**src/rtl/matvec_sequencer.sv**
```systemverilog
// Sequences one 8x8 matrix-vector pass: fetch, lockstep FIFO drain into the MAC lanes, flush, capture.
// done 4+N+MAC_LAT cycles after start when fetch is ready; each cycle with any FIFO empty stalls STREAM by one.
module matvec_sequencer #(
    parameter int N             = 8,
    parameter int ACC_W         = 24,
    parameter int MAC_LAT       = 1,
    parameter int FETCH_TIMEOUT = 1024
) (
    input  logic               clk,
    input  logic               rst_n,
    input  logic               start,
    output logic               busy,
    output logic               done,
    output logic               error,
    output logic               fetch_start,
    input  logic               fetch_done,
    input  logic [N-1:0]       fifo_empty_a,
    input  logic               fifo_empty_b,
    output logic [N-1:0]       fifo_rden_a,
    output logic               fifo_rden_b,
    output logic               mac_clr,
    output logic               mac_en,
    input  logic [N*ACC_W-1:0] mac_result,
    output logic [N*ACC_W-1:0] result
);
    localparam int RD_W  = $clog2(N) + 1;
    localparam int TMO_W = $clog2(FETCH_TIMEOUT) + 1;
    localparam int FL_W  = $clog2(MAC_LAT + 1) + 1;

    typedef enum logic [2:0] {
        IDLE, CLEAR, FETCH, STREAM, FLUSH, DONE, ERROR
    } state_t;

    state_t            state;
    logic [RD_W-1:0]   rd_cnt;
    logic [TMO_W-1:0]  tmo_cnt;
    logic [FL_W-1:0]   flush_cnt;
    logic              rd_ok;
    logic              rd_go;

    // Read enables follow the empty flags in the same cycle so a stall costs exactly one cycle.
    assign rd_ok       = ~(|fifo_empty_a) & ~fifo_empty_b;
    assign rd_go       = (state == STREAM) && rd_ok && (rd_cnt < RD_W'(N));
    assign fifo_rden_b = rd_go;
    assign fifo_rden_a = {N{rd_go}};

    always_ff @(posedge clk or negedge rst_n) begin
        if (!rst_n) begin
            state       <= IDLE;
            busy        <= 1'b0;
            done        <= 1'b0;
            error       <= 1'b0;
            fetch_start <= 1'b0;
            mac_clr     <= 1'b0;
            mac_en      <= 1'b0;
            rd_cnt      <= '0;
            tmo_cnt     <= '0;
            flush_cnt   <= '0;
            result      <= '0;
        end else begin
            fetch_start <= 1'b0;
            mac_clr     <= 1'b0;
            // FIFO q lags rden by one cycle, so the MAC enable is rden delayed.
            mac_en      <= rd_go;
            case (state)
                IDLE, DONE, ERROR: begin
                    if (start) begin
                        state       <= CLEAR;
                        busy        <= 1'b1;
                        done        <= 1'b0;
                        error       <= 1'b0;
                        fetch_start <= 1'b1;
                        mac_clr     <= 1'b1;
                    end
                end
                CLEAR: begin
                    rd_cnt    <= '0;
                    tmo_cnt   <= '0;
                    flush_cnt <= '0;
                    state     <= FETCH;
                end
                FETCH: begin
                    if (fetch_done) begin
                        state <= STREAM;
                    end else if (tmo_cnt == TMO_W'(FETCH_TIMEOUT - 1)) begin
                        state <= ERROR;
                        busy  <= 1'b0;
                        error <= 1'b1;
                    end else begin
                        tmo_cnt <= tmo_cnt + 1'b1;
                    end
                end
                STREAM: begin
                    if (rd_go) begin
                        rd_cnt <= rd_cnt + 1'b1;
                        if (rd_cnt == RD_W'(N - 1))
                            state <= FLUSH;
                    end
                end
                FLUSH: begin
                    if (flush_cnt == FL_W'(MAC_LAT)) begin
                        result <= mac_result;
                        state  <= DONE;
                        busy   <= 1'b0;
                        done   <= 1'b1;
                    end else begin
                        flush_cnt <= flush_cnt + 1'b1;
                    end
                end
                default: begin
                    state <= IDLE;
                    busy  <= 1'b0;
                    done  <= 1'b0;
                    error <= 1'b0;
                end
            endcase
        end
    end
endmodule

```
**config.mk**
```make
export PLATFORM = sky130hd
export DESIGN_NAME = matvec_sequencer
export DESIGN_NICKNAME = d
export VERILOG_FILES = /design/src/rtl/matvec_sequencer.sv
export SDC_FILE = /design/constraint.sdc
export NUM_CORES = 1
export LEC_CHECK = 0
export CAP_MARGIN = 10
export CORE_AREA = 2 2 159 161
export CTS_BUF_LIST = sky130_fd_sc_hd__clkbuf_4 sky130_fd_sc_hd__clkbuf_8 sky130_fd_sc_hd__clkbuf_16
export DETAILED_ROUTE_END_ITERATION = 7
export DIE_AREA = 0 0 161 163
export PLACE_DENSITY_LB_ADDON = 0.08
export SKIP_LAST_GASP = 1
export SLEW_MARGIN = 20
export SYNTH_ARGS = -nofsm -noshare
export SYNTH_HDL_FRONTEND = slang
export SYNTH_SLANG_ARGS = --single-unit
```
**constraint.sdc**
```tcl
create_clock -name clk -period 5.6 [get_ports clk]
set_clock_uncertainty 0.05 [all_clocks]
set_input_delay 0.56 -clock clk [delete_from_list [all_inputs] [get_ports clk]]
set_output_delay 0.56 -clock clk [all_outputs]
set_load 0.02 [all_outputs]
```
==> results of run 1 <==
[power groups by stage]
stage          Sequential [mW]  Combinational [mW]  Clock, mW
6_report                  1.58               0.191       1.54
5_1_grt                   1.58               0.209       1.67
4_1_cts                   1.58               0.196       1.60
3_5_place_dp              1.61               0.194          0
3_3_place_gp              1.61               0.192          0
2_1_floorplan             1.61              0.0159          0
[final timing paths]
path                                  end  cells past startpoint            start
max                        fifo_rden_a[6]                      5  fifo_empty_a[2]
min                             result[7]                      1            rst_n
max reg2reg                    result[51]                      4         state[0]
min reg2reg                    result[53]                      1       result[53]
max in group asynchronous     tmo_cnt[10]                      2            rst_n
min in group clk               result[53]                      1       result[53]
[registers in the layout, summed over array words and instances (netlist names)]
register	count
busy	1
done	1
error	1
flush_cnt	2
mac_clr	1
mac_en	1
rd_cnt	4
result	192
state	3
tmo_cnt	11
[cells in the final DEF, fill, tap and decap left out, drive strengths merged]
cell           count
clkdlybuf4s50    410
clkinv             5
nand2b             6
o211ai             1
dfrtp            217
clkbuf            37
mux2             193
xnor2              5
and3               4
mux2i              3
inv                6
nor2b              3
nand2             13
nor3               4
nor2              14
a2111oi            1
buf                5
nand4              3
a221oi             1
ha                 3
a21oi              8
a21boi             1
nand3              8
o21ai             17
nor4               2
nor3b              1
a21o               2
o31ai              4
a211oi             4
or4                5
a22o               1
a31oi              2
a311oi             1
[through the flow]
step           hold slack, ns  instances  cell area, um2  total power, mW
3_3_place_gp            0.416       1278           13000             1.80
6_report               0.0429       1320           13700             3.32
4_1_cts                 0.118       1320           13700             3.38
5_1_grt                 0.125       1320           13700             3.46
3_5_place_dp            0.424       1278           13000             1.81
2_1_floorplan           0.214        572            8590             1.63
[per-layer routing]
layer | up-vias | GRT usage [%] | share of wire, %
met3 | 39 | 5.63 | 8.5
li1 | 2835 | - | -
met2 | 243 | 32.0 | 51
met5 | - | 0 | 0.11
met4 | 4 | 4.71 | 2.1
met1 | 2973 | 21.9 | 38
[final cells by class]
class                           instances  area, um2  area share, %
Clock buffer                           37        753           5.48
Clock inverter                          5       28.8          0.209
Inverter                                6       22.5          0.164
Multi-Input combinational cell        310       2920           21.3
Sequential cell                       217       5430           39.5
Tap cell                              330        413           3.00
Timing Repair Buffer                  415       4170           30.4
[kinds of logic after synthesis]
family	count (synthesis)	synth area share (%)
DFF	217	63.2
AOI/OAI and AO/OA	43	3.26
muxes	196	25.7
adders and majority gates	3	0.437
and+or+nand+nor	63	4.09
xor gates and xnor gates	5	0.510
buffers and inverters	45	2.83
==> results by group, run 1 <==
Synthesis
  – Post-Synthesis Mean Instance Area: 15.0 um2
  – Syn Std Cell Area: 8590 um2
  – Yosys cell types: 39
  – EDFF count, synth: 0
  – Yosys reg bits: 217
  – Most used DFF post-synth: dfrtp_1
  – Register area share after synthesis: 63.2%
  – Synth top area share: 63.2%
  – Synth cell count leaders: dfrtp_1, mux2_1, buf_2
  – Largest cells by area after synthesis: dfrtp_1, mux2_1, mux2_2, buf_2, buf_4
  – Syn Inst Count: 572
  – Post-synth top area cell: dfrtp_1
  – Post-Syn Nets: 780
  – Async S/R FF share, synth: 100%
  – Most frequent cell after synthesis: dfrtp_1
  – Warning count from the yosys run: 0

Layout
  – Fill count: 2,093
  – Share of post-route cells with drive strength above 1: 6.77%
  – Antenna diodes: 0
  – Fin util: 55.7%
  – Nets: 1,183
  – Layout area overhead: 60.0%

Drt
  – DRT iter0 DRCs: 257
  – Drt drc: 0
  – Antenna Nets Post-Route: 0
  – Via count: 6,094
  – WL final: 24,600 um
  – Wire length per cell: 18.6 um
  – Detailed Routing Iterations Pass 1: 4
  – Vias/cell: 4.62

Floorplan
  – Cell Rows: 58
  – Die area: 26,200 um2
  – Die span in x: 161 um
  – I/O pin total: 412
  – Starting Density: 34.8%
  – Die Ht: 163 um
  – Core ar.: 24,700 um2

Clocking
  – Num CTS Buffers: 25
  – TritonCTS clock tree: done
  – Worst skew pair latency: 0.51 ns
  – Clock transition at path regs: 0.06 ns
  – Cts hold-fix bufs: 0
  – Post-CTS setup buffer count: 0
  – Clock Root Buffer: clkbuf_16
  – Clk sinks: 217
  – CTS resizes: 0
  – Clock Path Buffers: 3
  – Number of H-tree branching levels: 1

Worst setup path
  – Worst Path Max Fanout: 15
  – Worst-path cell chain: clkdlybuf4s50_1 -> or4_4 -> nor4_2 -> and3_1 -> clkdlybuf4s50_1
  – Critical path arrival: 3.02 ns
  – Worst Path Required: 4.99 ns
  – WP buf/inv: 2
  – Crit end category: output pin
  – CP dominant cell by count: clkdlybuf4s50_1
  – WS Path Type: input pin to output pin
  – CP max-delay cell: clkdlybuf4s50_1
  – R2R Setup Slk: 2.74 ns
  – Setup crit start kind: input pin
  – CP peak stage delay: 0.70 ns
  – Delay-heaviest family, CP: simple AND/OR/NAND/NOR gates

Global route
  – Largest net degree at the start of global routing: 115
  – Gr usage total: 18.3%
  – Vias in the first global route: 6,176
  – Initial antenna violation count: 2
  – Total grt overflow: 0
  – First-pass GRT wire length: 37,200 um

STA
  – Final TNS setup: 0 ns
  – Min Tclk post-route: 3.63 ns
  – Peak Freq: 275 MHz
  – Worst Tran Pin Value: 0.947 ns
  – RSZ-0062 raised after global routing: false
  – Final setup viols: 0
  – Max-slew violations: 0
  – Final Hold Vio Count: 0
  – Worst slew margin: 36.9%
  – Final worst slack: 1.97 ns
  – Crit share post-route: 64.8%

Power
  – Clock Power Share: 46.5%
  – Flop pwr share: 47.8%
  – PwrDens: 241 nW/um2
  – Psw: 681 uW
  – Pleak: 6.45 nW
  – Internal power: 2.63 mW
  – Peak VDD IR: 0.174 mV
  – Logic pwr share: 5.8%
  – Switch share: 20.5%

Worst hold path
  – Worst Hold Class: input pin to asynchronous set/reset pin

Place
  – Setup slack at placement: 1.95 ns
  – Gpl congestion: 0.741
  – Final HPWL DP: 18,200 um
  – Port bufs: 411

Run status
  – Status: finished clean

Run
  – Max-cap violation count: 0
No activity file was read; power rests on OpenSTA's default activity.
==> inputs of run 2 (changes only) <==
Settings changed: CORE_AREA 2 2 159 161 to 2 2 160 162, DIE_AREA 0 0 161 163 to 0 0 162 164.
Clock period 5.6 ns to 3.3 ns, I/O delays scaled along.
==> run 2 against run 1 <==
  * Via count shrank 0.59%
  * Clock-buffer cell count grew 4
  * Sequential share of layout area is 0.49 points lower
  * Clock power grew 86%
  * Total power up 78%
  * Global-route usage fell by 0.19 points
  * Largest cell class unchanged
  * Largest power group is now the clock network
  * Highest routed layer is now met4
==> results by group, run 2 (same netlist as run 1, synthesis figures left out) <==
Run status
  – Status: finished clean

STA
  – RSZ-0062 raised after global routing: false
  – Final TNS setup: 0 ns (unchanged)
  – Min Tclk post-route: 3.05 ns
  – Worst Tran Pin Value: 0.702 ns (-0.245 ns)
  – Hold_ws: 0.348 ns (+0.305 ns)
  – Max-slew violations: 0 (unchanged)
  – Peak Freq: 327 MHz
  – Crit share post-route: 92.6%
  – Worst slew margin: 52.8% (+16 points)
  – Final setup viols: 0 (unchanged)
  – Final worst slack: 0.245 ns (-1.72 ns)
  – Final Hold Vio Count: 0 (unchanged)

Layout
  – Fill count: 2,095 (+0.096%)
  – Finished Layout Cells: 1,334 (+1.1%)
  – Largest register FFs: 192 (unchanged)
  – Design area: 13,900 um2 (+1.3%)
  – Layout area overhead: 62.0%
  – Share of post-route cells with drive strength above 1: 7.51% (+0.74 points)
  – Largest regs: result x192, tmo_cnt x11, rd_cnt x4
  – Nets: 1,190 (+0.59%)
  – Fin util: 56.1% (+0.37 points)
  – Most frequent cells in the layout: clkdlybuf4s50_1, dfrtp_1, mux2_1, clkbuf_16, nor2_1
  – Top reg by flops: result
  – Commonest non-fill, non-tap cell in the layout: clkdlybuf4s50_1

Floorplan
  – Die span in x: 162 um (+0.62%)
  – I/O pin total: 412 (unchanged)
  – Starting Density: 34.6% (-0.20 points)
  – Die area: 26,600 um2 (+1.2%)
  – Die Ht: 164 um (+0.61%)
  – Core ar.: 24,800 um2 (+0.59%)
  – Cell Rows: 58 (unchanged)

Clocking
  – Clock Path Buffers: 3 (unchanged)
  – Clock transition at path regs: 0.06 ns (about the same)
  – Number of H-tree branching levels: 1 (unchanged)
  – Worst skew pair latency: 0.51 ns (about the same)
  – Clock Root Buffer: clkbuf_16
  – Num CTS Buffers: 26 (+4.0%)
  – Clk sinks: 217 (unchanged)
  – TritonCTS clock tree: done

Global route
  – Initial antenna violation count: 2 (unchanged)
  – Vias in the first global route: 6,295 (+1.9%)
  – Total grt overflow: 0 (unchanged)
  – First-pass GRT wire length: 37,300 um (+0.42%)
  – Gr usage total: 18.1% (-0.19 points)
  – Largest net degree at the start of global routing: 86 (-25%)

Place
  – Setup slack at placement: 0.330 ns (-1.61 ns)
  – Final HPWL DP: 18,200 um (-0.27%)
  – Post-DP Area: 13,000 um2 (+0.39%)
  – Port bufs: 411 (unchanged)
  – Gpl congestion: 0.719 (-2.9%)
  – Placed Cells: 1,283 (+0.39%)

Drt
  – WL final: 24,700 um (+0.33%)
  – Vias/cell: 4.54 (-1.6%)
  – Detailed Routing Iterations Pass 1: 4 (unchanged)
  – Wire length per cell: 18.5 um (-0.72%)
  – Drt drc: 0 (unchanged)
  – Via count: 6,058 (-0.59%)
  – Antenna Nets Post-Route: 0 (unchanged)
  – DRT iter0 DRCs: 235 (-8.6%)

Worst hold path
  – Worst Hold Class: input pin to asynchronous set/reset pin

Power
  – Pleak: 6.53 nW (+1.2%)
  – PwrDens: 423 nW/um2 (+75%)
  – Tot Pwr: 5.89 mW (+78%)
  – Peak VDD IR: 0.313 mV (+80%)

Worst setup path
  – Setup crit start kind: flop
  – Worst Path Required: 2.92 ns (-2.07 ns)
  – WP buf/inv: 1 (-1)
  – Worst Path Max Fanout: 11 (-4)
  – CP max-delay cell: clkdlybuf4s50_1
  – WS Path Type: flop to output pin
  – Crit end category: output pin
  – Delay-heaviest family, CP: simple AND/OR/NAND/NOR gates
  – Worst-path cell chain: or4_1 -> nor4_2 -> and3_1 -> clkdlybuf4s50_1
  – Critical path arrival: 2.67 ns (-0.35 ns)
  – CP peak stage delay: 0.67 ns (-0.03 ns)

Run
  – Max-cap violation count: 0 (unchanged)
[run 2: changes by cell type in the layout (fill, tap and decap cells not counted), sizes merged]
cell / before / now
buf: 5 / 10
dlygate4sd3: 0 / 1
bufinv: 0 / 1
clkbuf: 37 / 41
clkinv: 5 / 3
diode: 0 / 5
[run 2: worst register-to-register path, stage by stage (launching register included)]
cell and delay, ns:
dfrtp_1 0.58, nor2_1 0.31, and3_4 0.51, buf_4 0.49
mux2_1 0.39
[run 2: final cells by class]
class                           instances  area [um2]  area share [%]
Sequential cell                       217        5430            39.0
Timing Repair Buffer                  421        4230            30.4
Multi-Input combinational cell        310        2920            21.0
Clock buffer                           41         837            6.02
Tap cell                              330         413            2.97
Clock inverter                          4        45.0           0.324
Inverter                                6        22.5           0.162
Antenna cell                            5        12.5          0.0899
[run 2: path summary, 6_finish.rpt]
kind / start / cells past startpoint / slack, ns / endpoint
hold reg to reg: result[34] / 1 / 0.43 / result[34]
min in group clk: mac_result[15] / 2 / 0.35 / result[15]
hold / removal: rst_n / 2 / 0.35 / result[136]
setup reg to reg: state[0] / 4 / 0.85 / result[171]
setup / recovery: rd_cnt[3] / 4 / 0.25 / fifo_rden_a[1]
max in group asynchronous: rst_n / 3 / 1.87 / result[57]
[run 2: timing repair]
item,in CTS,in global routing
hold endpoints to repair,70,0
hold buffers,1,0
resized for setup,0,0
setup buffers,0,0
[run 2: metal layers]
layer  share of wire, %  wire, um  vias up  track usage (%)
li1                   -         -     2844                -
met1                 39      9640     2929             21.5
met2                 49     12100      256             30.9
met3                9.5      2360       29             6.09
met4                2.2       541        0             5.75
met5                  0         0        -                0
[run 2: power breakdown]
group / total, mW / internal [mW] / switching, mW / leakage, nW
Combinational: 0.328 / 0.231 / 0.0972 / 3.07
Clock: 2.87 / 1.80 / 1.07 / 0.446
Sequential: 2.69 / 2.68 / 0.0130 / 3.01
==> inputs of run 3 (changes only) <==
Settings changed: PLACE_DENSITY from default to 0.83, PLACE_DENSITY_LB_ADDON 0.08 to default.
==> run 3 against run 2 <==
  * First-iteration DRC count rose by 29%
  * Total power fell by 1.4%
  * Fmax rose by 0.41%
  * Clock power fell by 3%
  * Flip-flop and latch count did not move
  * Core utilization fell by 0.21 points
  * Cell area fell by 0.38%
  * Wire length fell by 4.1%
  * Worst hold slack got worse by 0.016 ns
  * Final cell count fell by 0.52%
  * Critical endpoint is now fifo_rden_a[4]
  * Largest power group unchanged
  * Highest routed layer is now met5
==> results by group, run 3 (same netlist as run 1, synthesis figures left out) <==
Run status
  – Status: finished clean

STA
  – Final Hold Vio Count: 0 (unchanged)
  – Min Tclk post-route: 3.04 ns (-0.0126 ns)
  – Peak Freq: 329 MHz (+0.41%)
  – Worst slew margin: 54.4% (+1.6 points)
  – Crit share post-route: 92.2% (-0.38 points)
  – Max-slew violations: 0 (unchanged)
  – RSZ-0062 raised after global routing: false
  – Worst Tran Pin Value: 0.684 ns (-0.0179 ns)
  – Final TNS setup: 0 ns (unchanged)
  – Final worst slack: 0.258 ns (+0.0126 ns)
  – Final setup viols: 0 (unchanged)

Worst setup path
  – CP peak stage delay: 0.68 ns (about the same)
  – Crit end category: output pin
  – CP max-delay cell: clkdlybuf4s50_1
  – Worst-path cell chain: or4_1 -> nor4_2 -> and3_1 -> clkdlybuf4s50_1
  – WS Path Type: flop to output pin
  – Worst Path Max Fanout: 10 (-1)
  – Worst Path Required: 2.92 ns (about the same)
  – Setup crit start kind: flop
  – Critical path arrival: 2.66 ns (about the same)
  – Delay-heaviest family, CP: simple AND/OR/NAND/NOR gates
  – WP buf/inv: 1 (unchanged)

Global route
  – Vias in the first global route: 6,571 (+4.4%)
  – Largest net degree at the start of global routing: 86 (unchanged)
  – Gr usage total: 17.0% (-1.1 points)
  – Total grt overflow: 0 (unchanged)
  – First-pass GRT wire length: 35,900 um (-3.7%)
  – GR Util met1: 19.6% (-1.9 points)
  – Met2 Usage GRT: 30.0% (-0.91 points)
  – GR Util met3: 5.08% (-1.0 points)
  – Most used routing layer: met2
  – Initial antenna violation count: 2 (unchanged)

Layout
  – Most frequent cells in the layout: clkdlybuf4s50_1, dfrtp_1, mux2_1, clkbuf_16, nor2_1
  – Nets: 1,187 (-0.25%)
  – Layout area overhead: 61.4%
  – Multi-input logic area: 2920 um2 (unchanged)
  – Largest regs: result x192, tmo_cnt x11, rd_cnt x4
  – Share of post-route cells with drive strength above 1: 7.32% (-0.19 points)
  – Largest register FFs: 192 (unchanged)
  – FF/Latch Area: 5430 um2 (unchanged)
  – Top reg by flops: result
  – Commonest non-fill, non-tap cell in the layout: clkdlybuf4s50_1
  – Antenna diodes: 0 (-5)
  – Fill count: 1,994 (-4.8%)

Clocking
  – TritonCTS clock tree: done
  – Clock Path Buffers: 3 (unchanged)
  – Num CTS Buffers: 24 (-7.7%)
  – Clock Root Buffer: clkbuf_16
  – Number of H-tree branching levels: 1 (unchanged)
  – Clock transition at path regs: 0.06 ns (about the same)
  – Clk sinks: 217 (unchanged)
  – Post-CTS setup buffer count: 0 (unchanged)
  – Worst skew pair latency: 0.52 ns (about the same)
  – CTS resizes: 0 (unchanged)

Floorplan
  – Core ar.: 24,800 um2 (unchanged)
  – Starting Density: 34.6% (unchanged)
  – I/O pin total: 412 (unchanged)
  – Cell Rows: 58 (unchanged)
  – Die Ht: 164 um (unchanged)
  – Die area: 26,600 um2 (unchanged)
  – Die span in x: 162 um (unchanged)

Place
  – Final HPWL DP: 17,600 um (-3.2%)
  – Port bufs: 411 (unchanged)
  – Setup slack at placement: 0.346 ns (+0.0156 ns)
  – Gpl congestion: 0.767 (+6.7%)

Drt
  – WL final: 23,700 um (-4.1%)
  – Drt drc: 0 (unchanged)
  – Wire length per cell: 17.8 um (-3.6%)
  – Detailed Routing Iterations Pass 1: 6 (+2)
  – DRT iter0 DRCs: 303 (+29%)
  – Antenna Nets Post-Route: 0 (unchanged)
  – Via count: 6,233 (+2.9%)
  – Vias/cell: 4.70 (+3.4%)

Power
  – Pleak: 6.50 nW (-0.40%)
  – PwrDens: 419 nW/um2 (-1.1%)
  – Peak VDD IR: 0.321 mV (+2.7%)
  – Tot Pwr: 5.80 mW (-1.4%)

Worst hold path
  – Worst Hold Class: input pin to asynchronous set/reset pin

Run
  – Max-cap violation count: 0 (unchanged)
run 3: what timing repair did:
item / 4_1_cts / 5_1_grt
hold endpoints to repair: 82 / 0
setup endpoints to repair: 0 / 0
hold buffers: 1 / 0
run 3: report_power, final:
group          switching, mW  total, mW  leakage, nW  internal [mW]
clock network           1.09       2.78        0.423           1.69
registers             0.0133       2.69         3.01           2.67
logic                 0.0997      0.331         3.07          0.231
total                   1.20       5.80         6.50           4.60
run 3: worst paths after layout:
check,slack (ns),start,endpoint,depth (start not counted)
max,0.26,rd_cnt[3],fifo_rden_a[4],4
max in group asynchronous,1.93,rst_n,result[120],3
max reg2reg,0.84,state[0],result[170],4
min in group clk,0.35,mac_result[21],result[21],2
min,0.33,rst_n,tmo_cnt[0],2
min reg2reg,0.43,result[131],result[131],1
run 3: per-stage QoR:
step / utilization, % / instances / instance area, um2 / hold slack, ns
CTS: 55.9 / 1327 / 13900 / 0.326
global placement: 52.4 / 1282 / 13000 / 0.339
global route: 55.9 / 1327 / 13900 / 0.337
detailed placement: 52.4 / 1282 / 13000 / 0.345
floorplan: - / 572 / 8590 / -0.0156
finish: 55.9 / 1327 / 13900 / 0.332
run 3: layer usage:
layer / wire, um / up-vias
li1: - / 2838
met1: 9030 / 3082
met2: 11900 / 254
met3: 1910 / 55
met4: 801 / 4
met5: 31 / -
run 3: cell type report:
cell class / count / area share (%)
clock buffers: 31 / 4.89
clock inverters: 13 / 1.15
inverters: 6 / 0.162
multi-input cells: 310 / 21.1
flip-flops and latches: 217 / 39.2
well taps: 330 / 2.98
repair buffers: 420 / 30.6
==> RTL change, RTL diff (config.mk and constraints of run 2) <==
Encoding of `state_t`: now one-hot (7 bits for 7 states).
--- a/src/rtl/matvec_sequencer.sv
+++ b/src/rtl/matvec_sequencer.sv
@@ -27,8 +27,8 @@
     localparam int TMO_W = $clog2(FETCH_TIMEOUT) + 1;
     localparam int FL_W  = $clog2(MAC_LAT + 1) + 1;
 
-    typedef enum logic [2:0] {
-        IDLE, CLEAR, FETCH, STREAM, FLUSH, DONE, ERROR
+    typedef enum logic [6:0] {
+        IDLE = 7'b0000001, CLEAR = 7'b0000010, FETCH = 7'b0000100, STREAM = 7'b0001000, FLUSH = 7'b0010000, DONE = 7'b0100000, ERROR = 7'b1000000
     } state_t;
 
     state_t            state;
Check against the original RTL: no difference found for any inputs over 10 cycles, from zero or initial values and one cycle with rst_n low; not proved beyond that.
==> RTL change against run 2 <==
  * Sequential cell count increased by 4
  * Area after synthesis increased by 8.9%
  * Final area increased by 4.2%
  * Register-to-register slack got worse by 0.04 ns
  * Worst hold slack improved by 0.016 ns
  * Die area unchanged
  * Fmax decreased by 3.9%
  * Setup slack got worse by 0.12 ns
  * Wire length increased by 5.1%
  * Critical endpoint is now fifo_rden_a[7]
Power is not compared: it rests on default switching activity, and its combinational part moved more than twofold at a synthesized area within 25%.
==> RTL change: results (changes against run 2) <==
- #MultiIn Comb: 320 (+3.2%)
- Top layer in use: met5
- Top cells by area, synth: dfrtp_1, mux2_4, mux2_2, buf_12, buf_4
- Vias in the first global route: 6,399 (+1.7%)
- Fraction of area in multi-input gates: 23.21% (+2.2 points)
- Critical path endpoint: fifo_rden_a[7]
- Routed wl met2: 13,000 um (+7.0%)
- Distinct cell type count after synthesis: 52 (+33%)
- Initial antenna violation count: 3 (+1)
- Detail-routed via count per cell: 4.621 (+1.8%)
- Final net count: 1,206 (+1.3%)
- Placed Area: 0.01361 mm^2 (+4.6%)
- Post-synthesis sequential area ratio: 59.14% (-4.1 points)
- GRT Resource Usage Total: 18.96% (+0.90 points)
- Gpl congestion: 0.8101 (+13%)
- Starting DRT DRC Count: 338 (+44%)
- Largest regs: result x192, tmo_cnt x11, state x7
- Fill count: 2,056 (-1.9%)
- ClkCell Share: 5.952% (-0.39 points)
- Met3 Usage GRT: 5.101% (-0.98 points)
- Post-Syn Area: 0.009353 mm^2 (+8.9%)
- Post-synth top cells: dfrtp_1, mux2_4, mux2_2
- Internal reg-to-reg setup slack: 0.81 ns (-0.04 ns)
- DP Worst Slack: 0.4663 ns (+0.1359 ns)
- Worst r2r path cells: 5 (+1)
- Final HPWL from detailed placement: 19,070 um (+5.0%)
- Dpl cells: 1,299 (+1.2%)
- Drt wl/cell: 19.19 um (+3.7%)
- Share of cells above drive strength 1: 24.78% (+17 points)
- Non-clk invs: 7 (+1)
- Setup ws final: 0.1208 ns (-0.1243 ns)
- Reg2reg start: state[3]
- Seq area share: 38.14% (-0.89 points)
- Met1 Track Usage GR: 23.39% (+1.9 points)
- Metal-1 WL: 10,420 um (+8.1%)
- Worst-margin pin slew: 0.7832 ns (+0.08131 ns)
- Reg-to-reg endpoint: result[97]
- Comb. pwr: 5.67 mW
- Syn Nets: 794 (+1.8%)
- CP startpoint: state[1]
- Signal buf overhead: 29.59% (-0.84 points)
- Met2 Usage GRT: 32.03% (+1.1 points)
- # resized after CTS: 1 (+1)
- Hold slack: 0.3637 ns (+0.01588 ns)
- Fin area: 0.01451 mm^2 (+4.2%)
- Largest net degree at the start of global routing: 99 (+15%)
- Non-clk bufs: 422 (+0.24%)
- Status: complete, no violations
- Via count: 6,248 (+3.1%)
## RTL change: cell count changes in the layout (fill, tap and decap cells not counted), moves of 4 or more
cell      before  now
mux2_2        11   84
buf_12         3    7
nand2b_1       6    2
mux2_4         0  100
clkbuf_8       9    4
or4_1          4    0
nor3b_1        0    4
clkbuf_4       5   11
nor4_1         0    5
a211oi_1       4    0
nand2_1       13   18
a21oi_1        8    2
mux2_1       182    8
## RTL change: logic make-up after synthesis
logic type                 after synthesis  synth area share, %
and+or+nand+nor                         82                4.896
AOI/OAI and AO/OA                       30                2.194
xor gates and xnor gates                 9               0.8429
muxes                                  196                27.56
buffers and inverters                   45                4.963
adders and majority gates                3               0.4014
DFF                                    221                59.14
## RTL change: worst max-delay path: stages, from the launching register on
cell,delay [ns]
dfrtp_1,0.44
or3_4,0.44
or3_1,0.43
nor2_4,0.30
clkdlybuf4s50_1,0.68
